--- config.mk ---
export PLATFORM = sky130hd
export DESIGN_NAME = gen_pipe_skid_pipe
export DESIGN_NICKNAME = d
export VERILOG_FILES = /design/src/rtl/gen_pipe_pkg.sv /design/src/rtl/gen_pipe_skid_stage.sv /design/src/rtl/gen_pipe_skid_pipe.sv
export SDC_FILE = /design/constraint.sdc
export NUM_CORES = 1
export LEC_CHECK = 0
export ABC_CLOCK_PERIOD_IN_PS = 3200
export BUFFER_PORTS_ARGS = -buffer_cell sky130_fd_sc_hd__buf_4
export CAP_MARGIN = 10
export CORE_MARGIN = 2
export CORE_UTILIZATION = 45
export DETAILED_ROUTE_END_ITERATION = 6
export PLACE_DENSITY_LB_ADDON = 0.2
export SETUP_SLACK_MARGIN = 0.05
export SYNTH_ARGS = -nofsm -noshare
export SYNTH_HDL_FRONTEND = slang
export SYNTH_HIERARCHICAL = 1
export SYNTH_SLANG_ARGS = --single-unit
--- constraint.sdc ---
create_clock -name clk -period 3.2 [get_ports clk]
set_input_delay 0.16 -clock clk [delete_from_list [all_inputs] [get_ports clk]]
set_output_delay 0.16 -clock clk [all_outputs]
set_load 0.05 [all_outputs]
--- src/rtl/gen_pipe_pkg.sv ---
`default_nettype none
// ============================================================================
// Module   : gen_pipe_pkg
// Purpose  : Shared definitions for the generic skid-buffered pipeline.
//            - state_t   : per-stage occupancy state (EMPTY / FULL / SKID)
//            - DEPTH_MAX : largest supported number of cascaded stages
// Revision : 1.0 - initial release
// ============================================================================
package gen_pipe_pkg;

    // 2'b11 is not a legal encoding; stages recover from it to ST_EMPTY.
    typedef enum logic [1:0] {
        ST_EMPTY = 2'b00,
        ST_FULL  = 2'b01,
        ST_SKID  = 2'b10
    } state_t;

    localparam int DEPTH_MAX = 8;

endpackage
`default_nettype wire

--- src/rtl/gen_pipe_skid_stage.sv ---
`default_nettype none
// ============================================================================
// Module   : gen_pipe_skid_stage
// Purpose  : One valid/ready pipeline stage with a main register and a skid
//            register. in_ready is derived from the stage state and the
//            global controls only, so there is no ready path through the
//            stage.
// Ports    : clk, rst (sync, active-low)
//            flush_i   - empty the stage, registers load BUBBLE
//            stall_i   - freeze the stage, handshakes masked
//            in_valid / in_ready / in_data    - upstream side
//            out_valid / out_ready / out_data - downstream side
// Revision : 1.0 - initial release
// ============================================================================
module gen_pipe_skid_stage
    import gen_pipe_pkg::*;
#(
    parameter int            DW     = 32,
    parameter logic [DW-1:0] BUBBLE = '0
) (
    input  logic          clk,
    input  logic          rst,
    input  logic          flush_i,
    input  logic          stall_i,
    input  logic          in_valid,
    output logic          in_ready,
    input  logic [DW-1:0] in_data,
    output logic          out_valid,
    input  logic          out_ready,
    output logic [DW-1:0] out_data
);

    state_t        r_state;
    state_t        w_state_nxt;
    logic [DW-1:0] r_main;
    logic [DW-1:0] r_skid;
    logic [DW-1:0] w_main_nxt;
    logic [DW-1:0] w_skid_nxt;
    logic          w_live;
    logic          w_in_fire;
    logic          w_out_fire;

    // Stall and flush mask both handshakes, so neither side can transfer
    // while the pipe is frozen or being cleared.
    assign w_live     = !stall_i && !flush_i;
    assign in_ready   = (r_state != ST_SKID)  && w_live;
    assign out_valid  = (r_state != ST_EMPTY) && w_live;
    assign out_data   = r_main;
    assign w_in_fire  = in_valid  && in_ready;
    assign w_out_fire = out_valid && out_ready;

    always_ff @(posedge clk) begin
        if (!rst || flush_i) begin
            r_state <= ST_EMPTY;
            r_main  <= BUBBLE;
            r_skid  <= BUBBLE;
        end else begin
            r_state <= w_state_nxt;
            r_main  <= w_main_nxt;
            r_skid  <= w_skid_nxt;
        end
    end

    always_comb begin
        w_state_nxt = r_state;
        w_main_nxt  = r_main;
        w_skid_nxt  = r_skid;
        case (r_state)
            ST_EMPTY: begin
                if (w_in_fire) begin
                    w_main_nxt  = in_data;
                    w_state_nxt = ST_FULL;
                end
            end
            ST_FULL: begin
                if (w_in_fire && w_out_fire) begin
                    w_main_nxt = in_data;
                end else if (w_in_fire) begin
                    // Downstream is blocked: park the new word behind main.
                    w_skid_nxt  = in_data;
                    w_state_nxt = ST_SKID;
                end else if (w_out_fire) begin
                    w_main_nxt  = BUBBLE;
                    w_state_nxt = ST_EMPTY;
                end
            end
            ST_SKID: begin
                // in_ready is low here, so only the output side can move.
                if (w_out_fire) begin
                    w_main_nxt  = r_skid;
                    w_skid_nxt  = BUBBLE;
                    w_state_nxt = ST_FULL;
                end
            end
            default: begin
                w_state_nxt = ST_EMPTY;
                w_main_nxt  = BUBBLE;
                w_skid_nxt  = BUBBLE;
            end
        endcase
    end

endmodule
`default_nettype wire

--- src/rtl/gen_pipe_skid_pipe.sv ---
`default_nettype none
// ============================================================================
// Module   : gen_pipe_skid_pipe
// Purpose  : DEPTH cascaded skid stages forming a full-throughput pipeline
//            register with backpressure, synchronous flush and global stall.
//            Also tracks the total number of held entries.
// Ports    : clk, rst (sync, active-low)
//            flush_i, stall_i            - broadcast to every stage
//            in_valid / in_ready / in_data    - feeds stage 0
//            out_valid / out_ready / out_data - from stage DEPTH-1
//            occ_o                       - entries held, 0..2*DEPTH
// Revision : 1.0 - initial release
// ============================================================================
module gen_pipe_skid_pipe
    import gen_pipe_pkg::*;
#(
    parameter int            DW     = 32,
    parameter int            DEPTH  = 1,
    parameter logic [DW-1:0] BUBBLE = '0
) (
    input  logic                           clk,
    input  logic                           rst,
    input  logic                           flush_i,
    input  logic                           stall_i,
    input  logic                           in_valid,
    output logic                           in_ready,
    input  logic [DW-1:0]                  in_data,
    output logic                           out_valid,
    input  logic                           out_ready,
    output logic [DW-1:0]                  out_data,
    output logic [$clog2(2*DEPTH+1)-1:0]   occ_o
);

    localparam int OCC_W   = $clog2(2*DEPTH+1);
    localparam int OCC_MAX = 2*DEPTH;

    if (DEPTH < 1 || DEPTH > DEPTH_MAX) begin : g_depth_check
        $error("gen_pipe_skid_pipe: DEPTH=%0d outside 1..%0d", DEPTH, DEPTH_MAX);
    end

    // Index k is the input side of stage k; index DEPTH is the pipe output.
    logic [DEPTH:0]         w_valid;
    logic [DEPTH:0]         w_ready;
    logic [DEPTH:0][DW-1:0] w_data;

    assign w_valid[0]     = in_valid;
    assign w_data[0]      = in_data;
    assign in_ready       = w_ready[0];
    assign out_valid      = w_valid[DEPTH];
    assign out_data       = w_data[DEPTH];
    assign w_ready[DEPTH] = out_ready;

    for (genvar k = 0; k < DEPTH; k++) begin : g_stage
        gen_pipe_skid_stage #(
            .DW     (DW),
            .BUBBLE (BUBBLE)
        ) u_stage (
            .clk       (clk),
            .rst       (rst),
            .flush_i   (flush_i),
            .stall_i   (stall_i),
            .in_valid  (w_valid[k]),
            .in_ready  (w_ready[k]),
            .in_data   (w_data[k]),
            .out_valid (w_valid[k+1]),
            .out_ready (w_ready[k+1]),
            .out_data  (w_data[k+1])
        );
    end

    // Occupancy: counts pipe-level transfers only; a simultaneous push and
    // pop cancel out. Masked handshakes make stall a natural hold.
    logic [OCC_W-1:0] r_occ;
    logic             w_push;
    logic             w_pop;

    assign w_push = in_valid  && in_ready;
    assign w_pop  = out_valid && out_ready;
    assign occ_o  = r_occ;

    always_ff @(posedge clk) begin
        if (!rst || flush_i) begin
            r_occ <= '0;
        end else if (w_push && !w_pop) begin
            r_occ <= r_occ + OCC_W'(1);
        end else if (!w_push && w_pop) begin
            r_occ <= r_occ - OCC_W'(1);
        end
    end

    // Any wrap past either end lands above OCC_MAX, so one bound suffices.
    always_ff @(posedge clk) begin
        if (rst) begin
            assert (int'(r_occ) <= OCC_MAX);
        end
    end

endmodule
`default_nettype wire
Word-level counts from Yosys, hierarchy flattened
Cells that the tools add are included.
Storage, ports and cells
  latch bits: 0
  logic and storage cells: 53
  bits in writable memories: 0
  flip-flop bits (word level): 68
  bits in read-only memories: 0
  memories: 0
  output and inout bits: 36
  input bits: 38
Operators by class
  mux-type cells: 16
  $mul: 0
  order comparisons: 0
  equality and inequality tests: 10
  divide/modulo/power cells: 0
  add/sub/neg operators: 2
  reduce and logical (&&, ||, !) cells: 20
  shift-type cells: 0
  bitwise operators: 1
Operators with widths (count)
  $mux 32: 6
  $pmux 32 s3: 2
  $mux 2: 7
  $reduce_and 4->1: 3
  $logic_and 1x1->1: 8
  $ne 2x1->1 const B: 3
  $ne 3x1->1 const B: 2
  $pmux 2 s3: 1
  $logic_not 1->1: 5
  $ne 2x2->1 const B: 2
  $reduce_bool 2->1: 2
  $ne 3x3->1 const B: 1
  $add 2x1->2 const B: 1
  $eq 2x1->1 const B: 1
  $eq 2x2->1 const B: 1
  $logic_not 2->1: 1
  $sub 2x1->2 const B: 1
  $logic_or 1x1->1: 1
  $not 1->1: 1

Logic depth before layout (Yosys ltp)
Gate-level depths: netlist of the first run.
  depth after elaboration: 8
  mapped depth: 8
  mapped depth without buffers: 7

Hierarchy
The synthesis of the first run kept the hierarchy.
Modules (own cells, without submodules)
  gen_pipe_skid_stage: area an instance 3148.0 µm², times used 1, cells an instance 322, sequential area each 1321.3 µm²
  gen_pipe_skid_pipe: area an instance 106.4 µm², times used 1, cells an instance 12, sequential area each 40.0 µm²

Worst setup path after synthesis of the first run
No wires, ideal clock.
  kind: flip-flop to flip-flop
  start: reg g_stage[0].u_stage.r_state[0]
  end: reg r_occ[1] (netlist: occ_o[1])
  required time: 3.130 ns
  path buffers: 1
  library setup time: 0.070 ns
  setup slack: 0.338 ns
  period minus slack after synthesis: 2.862 ns
  stages on the path, launching flop included: 8
  data arrival time: 2.792 ns
  cells stage by stage: dfxtp_1 -> clkbuf_1 -> nor2b_1 -> nor3_1 -> and2_1 -> ha_1 -> or3_1 -> a21oi_1
Between the ends
  cells in the longest elaborated chain, start to end: 6
  elaborated cells between the ends (all ways): 12
  classes of those cells: 1 x eq/ne; 1 x mux; 10 x reduce/logical
Ends and longest elaborated chain
  start: declaration: RTL line gen_pipe_skid_stage.sv:33  | state_t r_state;
  start signal: assignment: RTL line gen_pipe_skid_stage.sv:58  | r_state <= w_state_nxt;
  $ne 2x2->1 *: RTL line gen_pipe_skid_stage.sv:46  | assign in_ready = (r_state != ST_SKID) && w_live;
  $logic_and 1x1->1 *: RTL line gen_pipe_skid_stage.sv:46
  via in_ready: RTL line gen_pipe_skid_pipe.sv:26  | output logic in_ready,
  $logic_and 1x1->1 *: RTL line gen_pipe_skid_pipe.sv:77  | assign w_push = in_valid && in_ready;
  $logic_not 1->1: RTL line gen_pipe_skid_pipe.sv:86  | end else if (!w_push && w_pop) begin
  $logic_and 1x1->1: RTL line gen_pipe_skid_pipe.sv:86
  $reduce_bool 2->1 (no line)
  end signal: assignment: RTL line gen_pipe_skid_pipe.sv:85  | r_occ <= r_occ + OCC_W'(1);
  end signal: assignment: RTL line gen_pipe_skid_pipe.sv:87  | r_occ <= r_occ - OCC_W'(1);
  end: declaration: RTL line gen_pipe_skid_pipe.sv:73  | logic [OCC_W-1:0] r_occ;
The timed path passes the listed nets; every way through them passes the cells marked *.
A chain may end at the register's enable or synchronous reset.

Worst setup path after layout of the first run
  start: reg g_stage[0].u_stage.r_state[0]
  end: reg g_stage[0].u_stage.r_main[31]
Between the ends
  cells in the longest elaborated chain, start to end: 6
  elaborated cells between the ends (all ways): 17
  classes of those cells: 7 x eq/ne; 2 x mux; 8 x reduce/logical
Ends and longest elaborated chain
  $ne 2x2->1 / $reduce_bool 2->1 (equally long branches): RTL line gen_pipe_skid_stage.sv:46, gen_pipe_skid_stage.sv:47
  $logic_and 1x1->1, on equally long branches: RTL line gen_pipe_skid_stage.sv:46, gen_pipe_skid_stage.sv:47
  $logic_and 1x1->1, on equally long branches: RTL line gen_pipe_skid_stage.sv:49, gen_pipe_skid_stage.sv:50
  $logic_and 1x1->1: RTL line gen_pipe_skid_stage.sv:76  | if (w_in_fire && w_out_fire) begin
  $ne 3x3->1 (no line), or another cell as far along
  $reduce_and 4->1 (no line) / $pmux 32 s3 (equally long branches)
  end signal: assignment: RTL line gen_pipe_skid_stage.sv:59  | r_main <= w_main_nxt;
  end: declaration: RTL line gen_pipe_skid_stage.sv:35  | logic [DW-1:0] r_main;
Several ways; a longest one is shown, not always the timed one.

==> impl_metrics.json, run 1 <==
{
  "status": "completed",
  "start_util_pct": 45.60,
  "vias_per_cell": 5.460,
  "synth_seq_cells": 68,
  "first_global_vias": 2605,
  "finalWorstSetupSlack_ps": 860.4,
  "seqCellArea_sq_um": 1363,
  "crit_fanout": 23,
  "syn_nets": 373,
  "drt-pass1-iter-count": 7,
  "r2r_end": "g_stage[0].u_stage/out_data[31]$_SDFFE_PP0P_",
  "final_max_slew_viol_count": 0,
  "start_kind": "flip-flop",
  "netSwitchingFraction_pct": 23.20,
  "clkSlewWorstSetupHoldPaths_ps": 80,
  "synth.distinct_cells": 29,
  "min_to": "g_stage[0].u_stage/r_skid[24]$_SDFFE_PP0P_",
  "min_path_type": "in2reg",
  "min_period_ps": 2340,
  "reg2reg_depth": 5,
  "nets": 434,
  "final_cell_mix": "84 x buf_4, 67 x dfxtp_1, 34 x nand2_1",
  "worstPathRequired_ps": 3470,
  "n_antenna_cell": 0,
  "max_freq_mhz": 427.4,
  "dieArea_sq_um": 7928,
  "clk_latency_ps": 330,
  "combPwrFrac_pct": 9.1,
  "wirelength_um": 7719,
  "port-buffer-count": 73,
  "power_density_nw_per_um2": 437.0,
  "design_area_sq_um": 4030,
  "rsz0062_at_grt": "no",
  "finalHoldViolations": 0,
  "peakVddDrop_uv": 244.5,
  "core-area_sq_um": 7137,
  "gp_congestion": 0.7195,
  "drv_cap": 0,
  "yosys_warnings": 6,
  "post-route-util_pct": 56.47,
  "hold-path-cell-count": 3,
  "finalCritPeriodShare_pct": 73.11,
  "drive_gt1_share_pct": 32.83,
  "cts_buffers": 9,
  "power_switching_mw": 0.4085,
  "grt_overflow_total": 0,
  "fp.dieW_um": 89.04,
  "final_common_cell": "buf_4",
  "netlist_area_sq_um": 3254,
  "clk_path_buf_depth": 2,
  "cts.sinks": 68,
  "hpwl_um": 5028,
  "synthCells": 334,
  "place_ws_ps": 927.6,
  "fin_skew_ps": 8.987,
  "drtIter0Drc": 97,
  "whs_ps": 74.26,
  "io_pins": 74,
  "cp-end-kind": "flip-flop",
  "worst_pin_slew_ps": 691.4,
  "syn_avg_cell_area_sq_um": 9.744,
  "vias": 2719,
  "fp.dieH_um": 89.04,
  "post_dp_cell_area_sq_um": 3825,
  "grt_start_max_net_pins": 43,
  "ctsHoldBuffers": 0,
  "multi_input_area_sq_um": 1704,
  "gr-usage-all-layers_pct": 20.30,
  "grt_pass1_wl_um": 12720,
  "arrival_ps": 2610,
  "wl_per_cell_um": 15.50,
  "cts-resized-gates": 0,
  "root_buffer": "clkbuf_8",
  "placed_cells": 483,
  "reg2reg_from": "g_stage[0].u_stage/r_state[0]$_SDFFE_PP0P_",
  "intPower_mw": 1.353,
  "post_cts_buffers": 0,
  "fillCellCount": 676,
  "p_total_mw": 1.761,
  "maxSlewHeadroom_pct": 53.84,
  "holdCritStartpoint": "in_data[24]",
  "finalSetupViolCount": 0,
  "cts_tree": "yes",
  "cts_max_level": 3,
  "seq_area_frac_synth_pct": 41.83,
  "seqPwrFrac_pct": 48.7,
  "regToRegSetupSlack_ps": 860,
  "core.rowCount": 31,
  "drc": 0,
  "areaGrowthSynthToFinish_pct": 23.84,
  "antenna_found_initial": 0,
  "leakage_nw": 1.513,
  "final_cells": 498,
  "setup-tns-final_ps": 0,
  "path_class": "reg2reg",
  "power_frac_clock_pct": 42.2,
  "postRouteAntennaNets": 0,
  "crit_path_start": "g_stage[0].u_stage/r_state[0]$_SDFFE_PP0P_"
}
-- power groups by stage --
stage / clock network, mW / registers (mW) / logic (mW)
2_1_floorplan: 0 / 0.898 / 0.0646
3_3_place_gp: 0 / 0.877 / 0.159
3_5_place_dp: 0 / 0.877 / 0.161
4_1_cts: 0.764 / 0.858 / 0.161
5_1_grt: 0.804 / 0.859 / 0.175
6_report: 0.742 / 0.858 / 0.160
-- cells by family (layout without fill, tap and decap cells) --
family	after synthesis	count (layout)	synth area share, %
and+or+nand+nor	90	90	13.57
AOI/OAI and AO/OA	104	104	27.22
adders and majority gates	1	1	0.3844
DFF	68	68	41.83
xor gates and xnor gates	3	3	0.8075
muxes	33	33	10.15
buffers and inverters	35	100	6.036
-- cell type report --
cell class,instances,share of cell area (%)
Inverter,1,0.09314
Sequential cell,68,33.81
Clock buffer,10,3.167
Clock inverter,5,1.925
Multi-Input combinational cell,231,42.28
Timing Repair Buffer,84,15.65
Tap cell,99,3.074
-- critical path, stage by stage (launching register included) --
cell       delay (ps)
dfxtp_1           770
nor2b_1           290
and4_1            510
buf_4             370
o2bb2ai_1         190
a22o_1            150
-- synth_stat cells --
library cell / count / area (sq um)
nor3b_1: 1 / 7.510
o2bb2ai_1: 33 / 289.0
nor2b_1: 3 / 18.77
nand3_1: 33 / 165.2
and2_1: 1 / 6.260
a21oi_1: 4 / 20.02
mux2i_1: 33 / 330.3
nand2_1: 34 / 127.6
buf_1: 3 / 11.26
o211ai_4: 1 / 21.27
or3_1: 1 / 6.260
clkbuf_1: 14 / 52.55
nor4_1: 1 / 6.260
nor2_1: 4 / 15.01
and3_1: 1 / 6.260
xor2_1: 3 / 26.28
o21ai_0: 6 / 30.03
inv_1: 1 / 3.750
buf_2: 10 / 50.05
and4_1: 2 / 17.52
o21ai_2: 28 / 245.2
buf_6: 7 / 78.83
a22o_1: 32 / 280.3
dfxtp_1: 68 / 1361
ha_1: 1 / 12.51
nand4bb_1: 1 / 11.26
nand2b_1: 4 / 25.02
or4b_4: 1 / 13.76
nor3_1: 3 / 15.01
-- flip-flops by register name, summed over array words and instances, names as in the netlist --
signal / flops
g_stage.u_stage/r_skid: 32
g_stage.u_stage/r_state: 2
g_stage.u_stage/out_data: 32
occ_o: 2
-- how the worst max path moves through the flow --
stage | slack, ps | to
detailed placement | 930 | g_stage[0].u_stage/out_data[9]$_SDFFE_PP0P_
finish | 860 | g_stage[0].u_stage/out_data[31]$_SDFFE_PP0P_
floorplan | 340 | occ_o[1]$_SDFFE_PP0P_
global route | 750 | g_stage[0].u_stage/out_data[31]$_SDFFE_PP0P_
global placement | 970 | g_stage[0].u_stage/out_data[31]$_SDFFE_PP0P_
CTS | 910 | g_stage[0].u_stage/out_data[31]$_SDFFE_PP0P_
-- routing by layer --
layer	global-route usage (%)	up-vias	part of all wire [%]
met2	33.58	48	48
li1	-	1364	-
met5	0	-	0
met4	6.377	0	0.63
met1	27.51	1302	48
met3	2.955	5	3.7
Note: power is estimated with default switching activity, not from simulation.
==> run 2, diff against run 1 <==
ABC_AREA = 1   (was unset)
ABC_CLOCK_PERIOD_IN_PS = 2150   (was 3200)
clock period = 2.15 ns   (was 3.2 ns; I/O delays follow)
==> run 2 against run 1 <==
Effect of this change:
- total power rose by 67%
- fmax grew 22%
- sequential share of layout area shrank 3.7 points
- first-iteration DRC count grew 130%
- worst setup slack worse by 630 ps
- global-route usage increased by 1.6 points
- synthesized cell count is 77% higher
- sequential cell count did not move
- clock skew is essentially flat
- routed wire length rose by 22%
- worst hold slack got worse by 2.7 ps
- critical endpoint is now g_stage[0].u_stage/out_data[18]$_SDFFE_PP0P_
==> impl_metrics.json, run 2 <==
{
  "status": "completed",
  "path_class": "reg2reg",
  "clkSlewWorstSetupHoldPaths_ps": 80,
  "first_global_vias": 3468,
  "finalCritPeriodShare_pct": 89.34,
  "cts_max_level": 3,
  "regToRegSetupSlack_ps": 230,
  "met1_length_um": 4176,
  "drt-pass1-iter-count": 4,
  "start_kind": "flip-flop",
  "synthCells": 591,
  "reg2reg_depth": 8,
  "synth.most_common_cell": "nand2_1",
  "combPwrFrac_pct": 11.7,
  "dieArea_sq_um": 9001,
  "worstPathRequired_ps": 2420,
  "intPower_mw": 2.199,
  "hold-path-cell-count": 4,
  "post-route-util_pct": 55.94,
  "clk_latency_ps": 350,
  "drv_cap": 0,
  "highest_layer": "met4",
  "min_to": "occ_o[1]$_SDFFE_PP0P_",
  "areaGrowthSynthToFinish_pct": 21.82,
  "ys.flop_type": "dfxtp_1",
  "fin_skew_ps": 9.388,
  "start_util_pct": 45.92,
  "synth_edf_count": 0,
  "power_switching_mw": 0.7335,
  "final_common_cell": "nand2_1",
  "cp-end-kind": "flip-flop",
  "fillCellCount": 832,
  "dr_wl_met2_um": 4547,
  "cts_buffers": 9,
  "netlist_area_sq_um": 3716,
  "cts.sinks": 68,
  "synth.distinct_cells": 26,
  "final_max_slew_viol_count": 0,
  "gr-usage-all-layers_pct": 21.85,
  "post_cts_buffers": 0,
  "gp_congestion": 0.8396,
  "port-buffer-count": 73,
  "final_cell_mix": "132 x nand2_1, 98 x nor2_1, 85 x inv_1",
  "rsz0062_at_grt": "yes",
  "synth_top_area_share_pct": 36.63,
  "grt_overflow_total": 0,
  "synth_seq_cells": 68,
  "core.rowCount": 33,
  "reg2reg_from": "g_stage[0].u_stage/r_state[0]$_SDFFE_PP0P_",
  "core-area_sq_um": 8093,
  "r2r_end": "g_stage[0].u_stage/out_data[18]$_SDFFE_PP0P_",
  "fp.dieW_um": 94.88,
  "min_path_type": "in2reg",
  "dr_wl_met3_um": 485,
  "maxSlewHeadroom_pct": 54.29,
  "drtIter0Drc": 225,
  "seqPwrFrac_pct": 43.7,
  "finalSetupViolCount": 0,
  "peakVddDrop_uv": 318.5,
  "yosys.area.top_type": "dfxtp_1",
  "synth_common_cells": "132 x nand2_1, 99 x nor2_1, 85 x inv_1",
  "yosys_warnings": 6,
  "postRouteAntennaNets": 0,
  "hpwl_um": 6140,
  "netSwitchingFraction_pct": 25.01,
  "drive_gt1_share_pct": 18.26,
  "max_freq_mhz": 520.6,
  "grt_start_max_net_pins": 34,
  "fp.dieH_um": 94.88,
  "clk_path_buf_depth": 2,
  "cts_tree": "yes",
  "vias_per_cell": 4.941,
  "root_buffer": "clkbuf_8",
  "wirelength_um": 9395,
  "power_frac_clock_pct": 44.6,
  "async_reset_ff_share_pct": 0,
  "drc": 0,
  "grt_pass1_wl_um": 15580,
  "nets": 691,
  "worst_pin_slew_ps": 684.8,
  "min_period_ps": 1921,
  "power_density_nw_per_um2": 647.9,
  "wl_per_cell_um": 12.33,
  "vias": 3765,
  "seq_area_frac_synth_pct": 36.63,
  "finalHoldViolations": 0,
  "setup-tns-final_ps": 0,
  "arrival_ps": 2200,
  "syn_nets": 630,
  "ctsHoldBuffers": 0,
  "leakage_nw": 2.164,
  "yosys-top-cells-area": "dfxtp_1 37%, nand2_1 13%, nor2_1 10%",
  "n_antenna_cell": 0,
  "io_pins": 74,
  "antenna_found_initial": 0,
  "holdCritStartpoint": "flush_i",
  "crit_fanout": 32,
  "syn_avg_cell_area_sq_um": 6.288
}
-- run 2: cell count changes after synthesis, sizes merged, moves of 3 or more --
cell | before | now
nand2 | 34 | 139
nor2 | 4 | 101
inv | 1 | 90
mux2i | 33 | 0
o2bb2ai | 33 | 0
a22o | 32 | 0
a21oi | 4 | 33
nand3 | 33 | 62
o21ai | 34 | 57
buf | 20 | 25
clkbuf | 14 | 10
nand2b | 4 | 0
nor2b | 3 | 0
xor2 | 3 | 0
-- run 2: worst max-delay path by stage --
stage	from	cells past startpoint	endpoint
6_report	g_stage[0].u_stage/r_state[0]$_SDFFE_PP0P_	8	g_stage[0].u_stage/out_data[18]$_SDFFE_PP0P_
5_1_grt	g_stage[0].u_stage/r_state[0]$_SDFFE_PP0P_	8	g_stage[0].u_stage/out_data[13]$_SDFFE_PP0P_
3_5_place_dp	g_stage[0].u_stage/r_state[0]$_SDFFE_PP0P_	9	g_stage[0].u_stage/r_skid[16]$_SDFFE_PP0P_
3_3_place_gp	g_stage[0].u_stage/r_state[0]$_SDFFE_PP0P_	10	g_stage[0].u_stage/r_skid[31]$_SDFFE_PP0P_
4_1_cts	g_stage[0].u_stage/r_state[0]$_SDFFE_PP0P_	10	g_stage[0].u_stage/r_skid[21]$_SDFFE_PP0P_
2_1_floorplan	g_stage[0].u_stage/r_state[0]$_SDFFE_PP0P_	12	occ_o[1]$_SDFFE_PP0P_
-- run 2: layer usage --
layer  global-route usage [%]  vias to the layer above
li1                         -                     1954
met1                    27.30                     1690
met2                    37.17                      107
met3                    2.793                       14
met4                    10.39                        0
met5                        0                        -
-- run 2: final cells by class --
cell class / instances / area, sq um / area share (%)
multi-input combinational: 398 / 1792 / 39.58
sequential: 68 / 1361 / 30.07
timing repair buffer: 85 / 650.6 / 14.37
inverter: 90 / 342.8 / 7.573
clock buffer: 10 / 137.6 / 3.040
tap: 105 / 131.4 / 2.902
clock inverter: 6 / 111.4 / 2.460
-- run 2: per-stage QoR --
stage / worst slack [ps] / instance area, sq um / hold slack [ps] / instances / total power, mW
2_1_floorplan: 185.5 / 3716 / 265.6 / 591 / 1.529
3_3_place_gp: 318.1 / 4269 / 422.0 / 746 / 1.650
3_5_place_dp: 231.9 / 4269 / 430.1 / 746 / 1.653
4_1_cts: 203.4 / 4518 / 60.70 / 762 / 2.958
5_1_grt: 48.23 / 4527 / 111.3 / 762 / 3.044
6_report: 229.1 / 4527 / 71.59 / 762 / 2.933
-- run 2: timing repair --
action,CTS,global route
gates resized for setup,0,1
hold endpoints to repair,0,0
setup endpoints to repair,0,5
-- run 2: kinds of logic after synthesis --
| logic type | Yosys count | synth area share (%) |
|---|---|---|
| simple gates | 306 | 35.29 |
| buf+inv | 125 | 15.45 |
| compound gates | 91 | 12.29 |
| flops | 68 | 36.63 |
| fa+ha+maj | 1 | 0.3366 |
-- run 2: power groups by stage --
| stage | Clock, mW | Sequential [mW] | Combinational (mW) |
|---|---|---|---|
| floorplan | 0 | 1.35 | 0.177 |
| global placement | 0 | 1.31 | 0.340 |
| detailed placement | 0 | 1.31 | 0.343 |
| CTS | 1.33 | 1.28 | 0.344 |
| global route | 1.38 | 1.28 | 0.383 |
| finish | 1.31 | 1.28 | 0.343 |
-- run 2: critical path: stages, from the launching register on --
cell	delay (ps)
dfxtp_1	420
inv_4	170
nand2_4	230
inv_2	140
nand2_1	110
nand2_2	60
inv_2	430
nand2_1	130
a21oi_1	150
